`src/rtl/gpio_stream_tx.sv`:
```
// Beat FIFO feeding a GPIO stream: frame-start marker, then one R/G/B data beat
// per strobe with optional idle gap between beats.
module gpio_stream_tx #(
    parameter int DEPTH = 4,
    parameter int GAP   = 0
) (
    input  logic         clk,
    input  logic         rst,
    input  logic         start,
    input  logic         stop,
    input  logic         wr_valid,
    output logic         wr_ready,
    input  logic [1:0]   wr_chan,
    input  logic [127:0] wr_data,
    output logic [127:0] GPIO,
    output logic         GPIOEnR,
    output logic         GPIOEnG,
    output logic         GPIOEnB,
    output logic         GPIOEn,
    output logic         busy
);

    localparam int AW = $clog2(DEPTH);
    localparam int GW = $clog2(GAP + 2);

    typedef enum logic [1:0] {S_IDLE, S_MARK, S_SEND, S_WAIT} state_t;

    state_t         r_state, w_next;
    logic [129:0]   r_mem [DEPTH];
    logic [AW-1:0]  r_wptr, r_rptr;
    logic [AW:0]    r_count;
    logic           r_stop_pend;
    logic [GW-1:0]  r_gap_cnt;
    logic [127:0]   r_gpio, w_gpio;
    logic           r_en, r_enr, r_eng, r_enb;
    logic           w_en, w_enr, w_eng, w_enb;
    logic           w_push, w_pop, w_stop_clr, w_gap_load;
    logic [129:0]   w_head;

    assign wr_ready = (r_count < (AW + 1)'(DEPTH));
    // Reserved channel 3 completes the handshake but never enters the FIFO.
    assign w_push   = wr_valid & wr_ready & (wr_chan != 2'd3);
    assign w_head   = r_mem[r_rptr];

    always_comb begin
        w_next     = r_state;
        w_pop      = 1'b0;
        w_stop_clr = 1'b0;
        w_gap_load = 1'b0;
        w_gpio     = '0;
        w_en       = 1'b0;
        w_enr      = 1'b0;
        w_eng      = 1'b0;
        w_enb      = 1'b0;
        case (r_state)
            S_IDLE: if (start) w_next = S_MARK;
            S_MARK: begin
                w_en   = 1'b1;
                w_next = S_SEND;
            end
            S_SEND: begin
                if (r_count != '0) begin
                    w_pop  = 1'b1;
                    w_gpio = w_head[127:0];
                    case (w_head[129:128])
                        2'd0:    w_enr = 1'b1;
                        2'd1:    w_eng = 1'b1;
                        default: w_enb = 1'b1;
                    endcase
                    if (GAP > 0) begin
                        w_next     = S_WAIT;
                        w_gap_load = 1'b1;
                    end
                end else if (r_stop_pend) begin
                    w_next     = S_IDLE;
                    w_stop_clr = 1'b1;
                end
            end
            S_WAIT: if (r_gap_cnt <= GW'(1)) w_next = S_SEND;
            default: w_next = S_IDLE;
        endcase
    end

    always_ff @(posedge clk or negedge rst) begin
        if (!rst) begin
            r_state     <= S_IDLE;
            r_wptr      <= '0;
            r_rptr      <= '0;
            r_count     <= '0;
            r_stop_pend <= 1'b0;
            r_gap_cnt   <= '0;
            r_gpio      <= '0;
            r_en        <= 1'b0;
            r_enr       <= 1'b0;
            r_eng       <= 1'b0;
            r_enb       <= 1'b0;
        end else begin
            r_state <= w_next;
            r_gpio  <= w_gpio;
            r_en    <= w_en;
            r_enr   <= w_enr;
            r_eng   <= w_eng;
            r_enb   <= w_enb;
            if (w_push) r_wptr <= r_wptr + AW'(1);
            if (w_pop)  r_rptr <= r_rptr + AW'(1);
            case ({w_push, w_pop})
                2'b10:   r_count <= r_count + (AW + 1)'(1);
                2'b01:   r_count <= r_count - (AW + 1)'(1);
                default: r_count <= r_count;
            endcase
            if (w_stop_clr)
                r_stop_pend <= 1'b0;
            else if (stop && r_state != S_IDLE)
                r_stop_pend <= 1'b1;
            // Loaded with GAP on entry; WAIT exits as the count reaches zero, giving GAP idle cycles.
            if (w_gap_load)
                r_gap_cnt <= GW'(GAP);
            else if (r_state == S_WAIT && r_gap_cnt != '0)
                r_gap_cnt <= r_gap_cnt - GW'(1);
        end
    end

    always_ff @(posedge clk) begin
        if (w_push) r_mem[r_wptr] <= {wr_chan, wr_data};
    end

    assign GPIO    = r_gpio;
    assign GPIOEn  = r_en;
    assign GPIOEnR = r_enr;
    assign GPIOEnG = r_eng;
    assign GPIOEnB = r_enb;
    assign busy    = (r_state != S_IDLE);

endmodule

```
`config.mk`:
```
export PLATFORM = sky130hd
export DESIGN_NAME = gpio_stream_tx
export DESIGN_NICKNAME = d
export VERILOG_FILES = /design/src/rtl/gpio_stream_tx.sv
export SDC_FILE = /design/constraint.sdc
export NUM_CORES = 1
export LEC_CHECK = 0
export ABC_AREA = 0
export BUFFER_PORTS_ARGS = -buffer_cell sky130_fd_sc_hd__buf_2
export CAP_MARGIN = 20
export CORE_MARGIN = 2
export CORE_UTILIZATION = 52
export CTS_CLUSTER_DIAMETER = 200
export CTS_CLUSTER_SIZE = 14
export DETAILED_ROUTE_END_ITERATION = 10
export PLACE_DENSITY = 0.75
export REMOVE_ABC_BUFFERS = 1
export SKIP_LAST_GASP = 1
export SLEW_MARGIN = 20
export SYNTH_ARGS = -nofsm -noshare
export SYNTH_HDL_FRONTEND = slang
export SYNTH_SLANG_ARGS = --single-unit
```
`constraint.sdc`:
```
create_clock -name clk -period 4.05 [get_ports clk]
set_input_delay 0 -clock clk [delete_from_list [all_inputs] [get_ports clk]]
set_output_delay 0 -clock clk [all_outputs]
set_load 0.02 [all_outputs]
```
==> results.sh, run 1 <==
export IMPL_status="finished clean"
export IMPL_rsz0062_at_grt="no"
export IMPL_portBuffers=268
export IMPL_irDropWorstVdd_mv=0.455
export IMPL_grt_max_degree=86
export IMPL_path_buf_inv=2
export IMPL_core_mm2=0.0444
export IMPL_place_gp_congestion=0.756
export IMPL_worst_path_dominant_cell_family="simple AND/OR/NAND/NOR gates"
export IMPL_slew_headroom=0.380
export IMPL_hold_viol=0
export IMPL_final_common_cell="edfxtp_1"
export IMPL_setup_viol=0
export IMPL_drc=0
export IMPL_clock_latency_ns=0.60
export IMPL_design_area_mm2=0.0285
export IMPL_tns_ns=0
export IMPL_final_cell_mix="edfxtp_1 (520), buf_2 (267), dfrtp_1 (140), dlygate4sd3_1 (134)"
export IMPL_slew_viol_final=0
export IMPL_post_drt_via_cell_ratio=5.58
export IMPL_power_leakage_nw=10.8
export IMPL_die_w_um=217
export IMPL_crit_path_top_delay_cell="or3_4"
export IMPL_cts_setup_buffers=0
export IMPL_async_reset_ff_frac=0.215
export IMPL_drv_cap=0
export IMPL_worst_path_max_fanout=60
export IMPL_clock_sinks=662
export IMPL_synth_edff_count=520
export IMPL_clkTransAtPathRegs_ns=0.07
export IMPL_synth_flop_cell="edfxtp_1"
export IMPL_fin_cells=2084
export IMPL_routed_wl_mm=48.4
export IMPL_final_min_clock_period_ns=2.49
export IMPL_drive_gt1_frac=0.328
export IMPL_yosysUniqueCellTypes=26
export IMPL_antenna_found_initial=1
export IMPL_clock_fmax_ghz=0.401
export IMPL_rows=77
export IMPL_grt_overflow=0
export IMPL_dp_hpwl_mm=26.5
export IMPL_yosys_warnings=0
export IMPL_pre_cts_ws_ns=1.59
export IMPL_drt_first_pass_iters=5
export IMPL_cts_tree="yes"
export IMPL_placed_cell_area_mm2=0.0256
export IMPL_ios=269
export IMPL_routedWlPerCell_um=23.2
export IMPL_start_kind="register"
export IMPL_cp_slowest_stage_delay_ns=0.59
export IMPL_worstPathCellList="or3_4 > nand2_1 > inv_1 > ha_1 > inv_1 > fa_1 > xor2_1 > nor2_1 > xnor2_1"
export IMPL_initial_core_util=0.530
export IMPL_die_h_um=217
export IMPL_end_kind="register"
export IMPL_synthCells=1024
export IMPL_seq_area_frac_synth=0.815
export IMPL_p_per_area_mw_per_mm2=670
export IMPL_drtIter0Drc=913
export IMPL_post_cts_resized=0
export IMPL_cts_buffers=53
export IMPL_cts_root_buf="clkbuf_16"
export IMPL_synth_seq_cells=662
export IMPL_grt_pass1_vias=12600
export IMPL_netlist_area_mm2=0.0235
export IMPL_setup_ws_ns=1.56
export IMPL_dr_total_vias=11600
export IMPL_required_ns=4.55
export IMPL_areaGrowthSynthToFinish_pct=21.0
export IMPL_final_nets=1587
export IMPL_whs_ns=0.0335
export IMPL_tightest_slew_ns=0.930
export IMPL_htree_levels=2
export IMPL_finClkSkew_ns=0.0259
export IMPL_die_area_mm2=0.0470
export IMPL_fin_crit_sh=0.616
export IMPL_hold_path_class="input pin to async pin"
export IMPL_grtUsageTotal=0.210
export IMPL_cp_arrival_ns=2.99
export IMPL_dp_cells=1849
export IMPL_clk_path_buf_depth=3
export IMPL_path_class="register to register"
export IMPL_grt_pass1_wl_mm=73.9
export IMPL_cp_common_cell="inv_1"
export IMPL_ant_nets=0
export IMPL_avgSynthCellArea_um2=23.0
[worst reg2reg max path: stages, from the launching register on]
cell and delay [ns]:
dfrtp_1 0.44, or3_4 0.59, nand2_1 0.26, inv_1 0.12, ha_1 0.18, inv_1 0.06, fa_1 0.37, xor2_1 0.15
nor2_1 0.12, xnor2_1 0.14
[sequential cells by signal (all words and copies together), names as in the netlist]
register	count
r_count	3
r_wptr	2
GPIOEnR	1
r_mem	520
r_stop_pend	1
r_rptr	2
GPIO	128
GPIOEnG	1
GPIOEnB	1
GPIOEn	1
r_state	2
[worst paths after layout]
| path | from | to | slack (ns) | cells after the start |
|---|---|---|---|---|
| max in group asynchronous | rst | GPIO[108] | 3.08 | 3 |
| worst min register to register | r_state[1] | GPIOEn | 0.48 | 1 |
| worst max register to register | r_count[0] | r_count[2] | 1.56 | 9 |
| worst max-delay path | r_count[0] | r_count[2] | 1.56 | 9 |
| worst min-delay path | rst | GPIO[44] | 0.03 | 2 |
| min in group clk | wr_data[72] | r_mem[2][72] | 0.15 | 2 |
[cells in the mapped netlist, types with 2 or more instances]
library cell / number / area share
and2_1: 4 / 0.0011
and3_1: 130 / 0.035
buf_2: 16 / 0.0034
buf_6: 10 / 0.0048
clkbuf_1: 33 / 0.0053
dfrtp_1: 142 / 0.15
edfxtp_1: 520 / 0.66
ha_1: 5 / 0.0027
inv_1: 9 / 0.0014
mux4_2: 130 / 0.12
nand2_1: 3 / 0.00048
nor2_1: 2 / 0.00032
nor2b_1: 2 / 0.00053
nor3_1: 2 / 0.00043
xnor2_1: 5 / 0.0019
[timing repair]
action                                  CTS  global route
endpoints found under the setup margin    0             0
hold endpoints to repair                595             0
hold buffers                            134             0
[stage by stage]
step / util / power [mW]
floorplan: - / 12.8
global placement: 0.576 / 14.3
detailed placement: 0.576 / 14.4
CTS: 0.641 / 19.3
global route: 0.641 / 20.0
finish: 0.641 / 19.1
[report_power, final]
group	total, mW	switching, mW	internal [mW]
registers	9.05	0.512	8.54
clock network	4.75	2.24	2.51
logic	5.29	2.92	2.37
total	19.1	5.67	13.4
[routing by layer]
metal / vias up / share of wire / global-route usage
li1: 4973 / - / -
met1: 6151 / 0.40 / 0.284
met2: 419 / 0.49 / 0.340
met3: 83 / 0.077 / 0.0552
met4: 0 / 0.026 / 0.0642
met5: - / 0 / 0
[kinds of logic after synthesis]
family	share of synthesized area
DFF	0.815
buffers and inverters	0.0149
AOI/OAI and AO/OA	0.000798
and+or+nand+nor	0.0385
xor gates and xnor gates	0.00223
adders and majority gates	0.00351
muxes	0.125
[layout make-up]
cell class                      instances  area, µm²
Antenna cell                            3       7.51
Clock buffer                           96       1510
Clock inverter                          2       27.5
Fill cell                            2956      15900
Inverter                                9       33.8
Multi-Input combinational cell        294       4030
Sequential cell                       662      19200
Tap cell                              592        741
Timing Repair Buffer                  426       2950
No activity file was read; power rests on OpenSTA's default activity.
==> inputs of run 2 (changes only) <==
==> constraint.sdc (replaced) <==
create_clock -name clk -period 2.15 [get_ports clk]
set_input_delay 0 -clock clk [delete_from_list [all_inputs] [get_ports clk]]
set_output_delay 0 -clock clk [all_outputs]
set_load 0.02 [all_outputs]
==> run 2 against run 1 <==
  * Routed wire length fell by 2.4%
  * Core utilization rose by 0.79 points
  * Design area rose by 1.2%
  * Combinational power rose by 100%
  * Register-to-register slack got worse by 1.4 ns
  * Highest routed layer is now met5
  * Maximum frequency rose by 26%
  * Largest power group unchanged
  * Largest cell class unchanged
  * Clock power rose by 89%
  * Clock skew fell by 0.013 ns
  * Flip-flop and latch count did not move
==> results.sh, run 2 (same netlist as run 1, synthesis figures left out) <==
export IMPL_dp_hpwl_mm=26.0
export IMPL_areaGrowthSynthToFinish_pct=22.5
export IMPL_grtUsageTotal=0.206
export IMPL_antenna_found_initial=2
export IMPL_ant_nets=0
export IMPL_initial_core_util=0.530
export IMPL_final_min_clock_period_ns=1.98
export IMPL_end_kind="register"
export IMPL_die_w_um=217
export IMPL_worst_path_max_fanout=4
export IMPL_slew_viol_final=0
export IMPL_clk_path_buf_depth=3
export IMPL_die_h_um=217
export IMPL_required_ns=2.67
export IMPL_path_buf_inv=2
export IMPL_cp_common_cell="inv_1"
export IMPL_largest_reg_flops=520
export IMPL_routed_wl_mm=47.2
export IMPL_drc=0
export IMPL_cts_root_buf="clkbuf_16"
export IMPL_status="finished clean"
export IMPL_cts_buffers=53
export IMPL_path_class="register to register"
export IMPL_clock_latency_ns=0.60
export IMPL_cts_setup_buffers=0
export IMPL_place_gp_congestion=0.732
export IMPL_total_power_mw=36.3
export IMPL_multi_input_area_mm2=0.00403
export IMPL_post_drt_via_cell_ratio=5.48
export IMPL_hold_path_class="input pin to register"
export IMPL_cts_tree="yes"
export IMPL_start_kind="register"
export IMPL_htree_levels=2
export IMPL_drive_gt1_frac=0.332
export IMPL_routedWlPerCell_um=22.6
export IMPL_final_util=0.649
export IMPL_cp_arrival_ns=2.50
export IMPL_final_nets=1597
export IMPL_crit_path_top_delay_cell="dfrtp_1"
export IMPL_power_leakage_nw=10.9
export IMPL_setup_viol=0
export IMPL_die_area_mm2=0.0470
export IMPL_p_per_area_mw_per_mm2=1260
export IMPL_slew_headroom=0.589
export IMPL_pre_cts_ws_ns=0.196
export IMPL_rsz0062_at_grt="no"
export IMPL_finClkSkew_ns=0.0132
export IMPL_clock_sinks=662
export IMPL_dr_total_vias=11500
export IMPL_core_mm2=0.0444
export IMPL_nFillCells=2919
export IMPL_drtIter0Drc=833
export IMPL_drt_first_pass_iters=5
export IMPL_clkTransAtPathRegs_ns=0.07
export IMPL_final_cell_mix="edfxtp_1 (520), buf_2 (267), dfrtp_1 (140), dlygate4sd3_1 (135)"
export IMPL_portBuffers=268
export IMPL_clock_fmax_ghz=0.504
export IMPL_antenna_cells=0
export IMPL_rows=77
export IMPL_grt_overflow=0
export IMPL_largest_register="r_mem"
export IMPL_final_common_cell="edfxtp_1"
export IMPL_grt_max_degree=132
export IMPL_fin_crit_sh=0.923
export IMPL_worst_path_dominant_cell_family="adder cells"
export IMPL_irDropWorstVdd_mv=2.41
export IMPL_worstPathCellList="or3_4 > nand2_1 > inv_1 > ha_1 > inv_1 > fa_1 > mux2i_1"
export IMPL_grt_pass1_vias=12600
export IMPL_tightest_slew_ns=0.616
export IMPL_drv_cap=0
export IMPL_regArea_mm2=0.0192
export IMPL_hold_viol=0
export IMPL_ios=269
export IMPL_grt_pass1_wl_mm=72.8
export IMPL_cp_slowest_stage_delay_ns=0.42
export IMPL_setup_ws_ns=0.167
==> run 2: final timing paths <==
kind,from,endpoint,slack (ns),cells after the start
min in group asynchronous,rst,GPIO[66],0.50,4
worst max register to register,r_count[0],r_count[1],0.17,7
max in group asynchronous,rst,GPIO[41],1.19,4
worst min register to register,r_stop_pend,r_stop_pend,0.49,1
worst min-delay path,wr_data[75],r_mem[3][75],0.15,2
worst max-delay path,r_count[0],r_count[1],0.17,7
==> run 2: per-stage QoR <==
| stage | instances | TNS (ns) | instance area (µm²) | hold slack, ns |
|---|---|---|---|---|
| final | 2090 | 0 | 28800 | 0.153 |
| after global routing | 2090 | 0 | 28800 | 0.130 |
| after CTS | 2090 | 0 | 28800 | 0.108 |
| after detailed placement | 1857 | 0 | 25900 | -0.108 |
| after global placement | 1857 | 0 | 25900 | -0.107 |
| after floorplan | 965 | -1681.80 | 23200 | -0.296 |
==> run 2: worst register-to-register path, cell delays in order (launching register included) <==
cell and delay, ns:
dfrtp_1 0.42, or3_4 0.42, nand2_1 0.16, inv_1 0.07
ha_1 0.20, inv_1 0.08, fa_1 0.42, mux2i_1 0.13
==> run 2: power by group <==
part | internal (mW) | total (mW) | leakage [nW] | switching [mW]
logic | 4.87 | 10.6 | 3.68 | 5.76
registers | 16.1 | 16.8 | 6.53 | 0.671
clock network | 4.78 | 8.96 | 0.736 | 4.18
total | 25.7 | 36.3 | 10.9 | 10.6
==> run 2: metal layers <==
layer,vias up,part of all wire,track usage
li1,4994,-,-
met1,6062,0.42,0.280
met2,327,0.50,0.340
met3,74,0.063,0.0455
met4,4,0.021,0.0594
met5,-,0.00057,0
==> run 2: layout make-up <==
| class | count | share of cell area |
|---|---|---|
| Clock inverter | 2 | 0.000695 |
| Inverter | 9 | 0.00117 |
| Tap cell | 592 | 0.0257 |
| Timing Repair Buffer | 436 | 0.114 |
| Clock buffer | 95 | 0.0530 |
| Multi-Input combinational cell | 294 | 0.140 |
| Sequential cell | 662 | 0.665 |
==> run 2: repair_timing <==
item | in CTS | in global routing
gates resized for setup | 0 | 0
hold endpoints to repair | 665 | 0
hold buffers | 136 | 0
